===== src/rtl/conv_output_writer.sv =====
// rtl/conv_output_writer.sv - packs convolution results MSB-first into SRAM words
// Completed words wait in a pending register until the controller's commit strobe writes them out.
module conv_output_writer #(
  parameter int                DATA_W    = 16,
  parameter int                RES_W     = 1,
  parameter int                ADDR_W    = 12,
  parameter logic [ADDR_W-1:0] ADDR_BASE = '0
) (
  input  logic              clk,
  input  logic              reset_b,
  input  logic              conv_valid,
  input  logic [RES_W-1:0]  conv_result,
  input  logic              row_last,
  input  logic              str_temp_to_write,
  input  logic              rst_output_row_temp,
  input  logic              rst_dut_sram_write_address,
  output logic              dut_sram_write_enable,
  output logic [ADDR_W-1:0] dut_sram_write_address,
  output logic [DATA_W-1:0] dut_sram_write_data,
  output logic [ADDR_W-1:0] word_count,
  output logic              addr_wrap_err
);

  localparam int                PACK      = DATA_W / RES_W;
  localparam int                SLOT_W    = (PACK > 1) ? $clog2(PACK) : 1;
  localparam logic [SLOT_W-1:0] SLOT_LAST = SLOT_W'(PACK - 1);

  typedef enum logic {S_FILL, S_COMMIT} state_e;

  state_e            state_q, state_d;
  logic [DATA_W-1:0] stage_q, stage_d;
  logic [DATA_W-1:0] pend_q, pend_d;
  logic [SLOT_W-1:0] slot_q, slot_d;
  logic              pend_valid_q, pend_valid_d;
  logic [ADDR_W-1:0] addr_q, addr_d;
  logic [ADDR_W-1:0] wcount_q, wcount_d;
  logic              wrap_q, wrap_d;
  logic [31:0]       shamt;
  logic [DATA_W-1:0] merged;

  // Slot 0 lands in the top RES_W bits of the word.
  assign shamt  = 32'(DATA_W - RES_W) - 32'(slot_q) * 32'(RES_W);
  assign merged = stage_q | (DATA_W'(conv_result) << shamt);

  always_comb begin
    state_d      = state_q;
    stage_d      = stage_q;
    pend_d       = pend_q;
    slot_d       = slot_q;
    pend_valid_d = pend_valid_q;
    addr_d       = addr_q;
    wcount_d     = wcount_q;
    wrap_d       = wrap_q;

    case (state_q)
      S_FILL: begin
        if (pend_valid_q && str_temp_to_write) state_d = S_COMMIT;
      end
      S_COMMIT: begin
        state_d      = S_FILL;
        pend_valid_d = 1'b0;
        addr_d       = addr_q + 1'b1;
        wcount_d     = wcount_q + 1'b1;
        if (&addr_q) wrap_d = 1'b1;
      end
      default: state_d = S_FILL;
    endcase

    // Address reset beats the commit increment; the write itself already happened this cycle.
    if (rst_dut_sram_write_address) begin
      addr_d   = ADDR_BASE;
      wcount_d = '0;
      wrap_d   = 1'b0;
    end

    if (rst_output_row_temp) begin
      stage_d = '0;
      slot_d  = '0;
    end else if (conv_valid) begin
      if (slot_q == SLOT_LAST || row_last) begin
        pend_d       = merged;
        pend_valid_d = 1'b1;
        stage_d      = '0;
        slot_d       = '0;
      end else begin
        stage_d = merged;
        slot_d  = slot_q + 1'b1;
      end
    end
  end

  always_ff @(posedge clk or negedge reset_b) begin
    if (!reset_b) begin
      state_q      <= S_FILL;
      stage_q      <= '0;
      pend_q       <= '0;
      slot_q       <= '0;
      pend_valid_q <= 1'b0;
      addr_q       <= ADDR_BASE;
      wcount_q     <= '0;
      wrap_q       <= 1'b0;
    end else begin
      state_q      <= state_d;
      stage_q      <= stage_d;
      pend_q       <= pend_d;
      slot_q       <= slot_d;
      pend_valid_q <= pend_valid_d;
      addr_q       <= addr_d;
      wcount_q     <= wcount_d;
      wrap_q       <= wrap_d;
    end
  end

  assign dut_sram_write_enable  = (state_q == S_COMMIT);
  assign dut_sram_write_address = addr_q;
  assign dut_sram_write_data    = pend_q;
  assign word_count             = wcount_q;
  assign addr_wrap_err          = wrap_q;

endmodule


===== config.mk =====
export PLATFORM = sky130hd
export DESIGN_NAME = conv_output_writer
export DESIGN_NICKNAME = d
export VERILOG_FILES = /design/src/rtl/conv_output_writer.sv
export SDC_FILE = /design/constraint.sdc
export NUM_CORES = 1
export LEC_CHECK = 0
export CAP_MARGIN = 20
export CORE_MARGIN = 4
export CORE_UTILIZATION = 48
export DETAILED_ROUTE_END_ITERATION = 7
export PLACE_DENSITY = 0.81
export SYNTH_ARGS = -nofsm -noshare
export SYNTH_HDL_FRONTEND = slang
export SYNTH_SLANG_ARGS = --single-unit

===== constraint.sdc =====
create_clock -name clk -period 1.8 [get_ports clk]
set_input_delay 0.36 -clock clk [delete_from_list [all_inputs] [get_ports clk]]
set_output_delay 0.36 -clock clk [all_outputs]
set_load 0.1 [all_outputs]

==> metrics.yaml <==
status: "completed"
clkSinkCount: 63
clock.fmax_mhz: 595
hold_buffers: 0
portBuffers: 49
die_h_um: 86.2
reg2reg_from: "word_count[0]"
synth.yosys.seq_area_share_pct: 53.7
cpPeakStageDelay_ns: 0.54
cts_tree: "done"
yosysTopAreaCell: "dfrtp_1"
grt_antenna_before_repair: 0
overflow: 0
drive_above_1_share_pct: 32.0
path_max_fanout: 7
synth_edf_count: 0
cts_resized: 0
ant_nets: 0
ys_warn_count: 0
die-area_um2: 7440
synth_top_cells_by_count: "dfrtp_1, a21oi_1, inv_1"
synth_top_area_share_pct: 53.7
ff2ff_setup_slack_ns: 0.12
drt-initial-drc-count: 83
synthCells: 274
synth.distinct_cells: 45
hold_violations: 0
finalWorstSetupSlack_ns: 0.118
grt_max_degree: 64
synth_seq_cells: 63
reg2reg_depth: 4
clock_latency_ns: 0.34
async_flop_share_pct: 100
postSynthAreaPerCell_um2: 10.7
fin_skew_ns: 0.00979
synthFlopType: "dfrtp_1"
fin_crit_sh_pct: 93.4
synth_nets: 285
grt_first_pass_wirelength_mm: 11.1
area_delta_synth_final_pct: 45.8
clk_pin_slew_ns: 0.07
rsz0062_at_grt: "no"
finalCoreUtilization_pct: 72.3
cts_inserted_buffers: 9
gp_congestion: 0.793
cp.arrival_ns: 1.92
synth_area_leaders: "dfrtp_1, mux2i_1, a21oi_1, a32o_1, inv_1"
fin_area_um2: 4280
cp-end-kind: "flop"
start_util_pct: 49.6
mappedNetlistArea_um2: 2940
power.density_nw_per_um2: 757
cts_root_buffer: "clkbuf_8"
routed_wl_mm: 6.55
grt_pass1_vias: 2405
vdd_drop_max_mv: 0.685
nets: 357
worst_pin_slew_ns: 0.385
core_um2: 5920
n_fill_cell: 397
pin_count: 50
h-tree-depth: 3
antennaDiodeCount: 0
wl_per_cell_um: 15.4
maxCapViolations: 0
hp-class: "input port to async pin"
report.final.slew_viol_count: 0
r2r_end: "word_count[10]"
cts_buffer_depth: 2
min_period_ns: 1.68
critPathSlowestCell: "or4_1"
crit_required_ns: 2.04
start_kind: "flop"
yosysMostFrequentCell: "dfrtp_1"
cp_cell_sequence: "ha_1 > nand2_2 > or4_1 > a21oi_1"
path_class: "flop to flop"
via_per_inst: 5.70
dp_slack_ns: -0.156
relSlewSlack_pct: 74.3
dr.pass1.iters: 4
fp.dieW_um: 86.2
grt_use_total_pct: 19.0
dp_hpwl_mm: 4.55
via_count: 2424
finalSetupViolCount: 0
p_leak_nw: 1.79
num_rows: 28
startpoint: "word_count[0]"
placed_area_um2: 4090
drc_errors: 0
total_power_mw: 3.24
## worst max path at each step
stage	to	slack, ns
after floorplan	addr_wrap_err	-0.03
after global placement	dut_sram_write_address[11]	-0.08
after global routing	word_count[10]	0.06
final	word_count[10]	0.12
after detailed placement	dut_sram_write_address[11]	-0.16
after CTS	word_count[10]	0.05
## layout make-up
class	count	area, um^2	area share (%)
flip-flops and latches	63	1600	37.5
multi-input cells	175	1200	28.0
repair buffers	74	1120	26.1
clock buffers	11	131	3.07
well taps	75	93.8	2.19
inverters	23	86.3	2.02
clock inverters	4	47.5	1.11
## cells by family (layout without fill, tap and decap cells)
kind of cell	count (synthesis)	after routing	share of synthesized area [%]
flops	63	63	53.7
simple gates	73	73	14.6
mux	20	20	6.90
xor+xnor	8	8	2.39
compound gates	71	71	15.7
buf+inv	36	112	5.45
fa+ha+maj	3	3	1.28
## what timing repair did
item	in CTS	in global routing
setup endpoints to repair	0	1
hold endpoints to repair	0	0
buffers inserted	0	2
## routing by layer
metal	share of wire [%]	wire length [um]	GRT usage, %	vias to the layer above
li1	-	-	-	1135
met1	42	2780	24.1	1192
met2	50	3270	30.6	86
met3	5.7	373	3.42	11
met4	1.9	127	11.2	0
met5	0	0	0	-
## through the flow
step / setup TNS [ns] / hold WS, ns / cells
after floorplan: -0.0268 / 0.0644 / 274
after global placement: -0.360 / 0.398 / 408
after detailed placement: -1.12 / 0.400 / 408
after CTS: 0 / 0.0279 / 423
after global routing: 0 / 0.0440 / 425
final: 0 / 0.0142 / 425
## critical path, delay by kind of cell, from the launching register on
| kind | cells | cell delay, ns |
|---|---|---|
| AO/OA/AOI/OAI | 1 | 0.25 |
| flip-flops | 1 | 0.46 |
| adder cells (fa/ha/maj) | 1 | 0.22 |
| AND/OR/NAND/NOR | 2 | 0.66 |
## power breakdown
part           internal, mW  switching, mW  leakage [nW]
logic                 0.208          0.343         0.860
registers              1.46         0.0674         0.836
clock network         0.628          0.535        0.0892
total                  2.29          0.945          1.79
## cell usage in the layout (no fill, tap or decap), types with 3 or more instances in the layout
cell type	n
buf_4	23
dfrtp_2	22
mux2i_1	18
a32o_1	9
nor2b_1	6
and3_1	3
clkdlybuf4s50_1	6
or3_1	4
or4_1	8
a21oi_1	29
nand4_1	4
inv_1	23
clkbuf_8	9
dfrtp_1	41
o31ai_1	7
o21ai_0	11
nand3_1	5
a31oi_1	4
xor2_1	6
nor2_1	15
nand2_1	12
buf_12	44
ha_1	3
## flip-flops by register name (all words and copies together) (netlist names)
| name | count |
|---|---|
| addr_wrap_err | 1 |
| dut_sram_write_address | 12 |
| dut_sram_write_data | 16 |
| dut_sram_write_enable | 1 |
| pend_valid_q | 1 |
| slot_q | 4 |
| stage_q | 16 |
| word_count | 12 |
(Power assumes the default switching activity.)
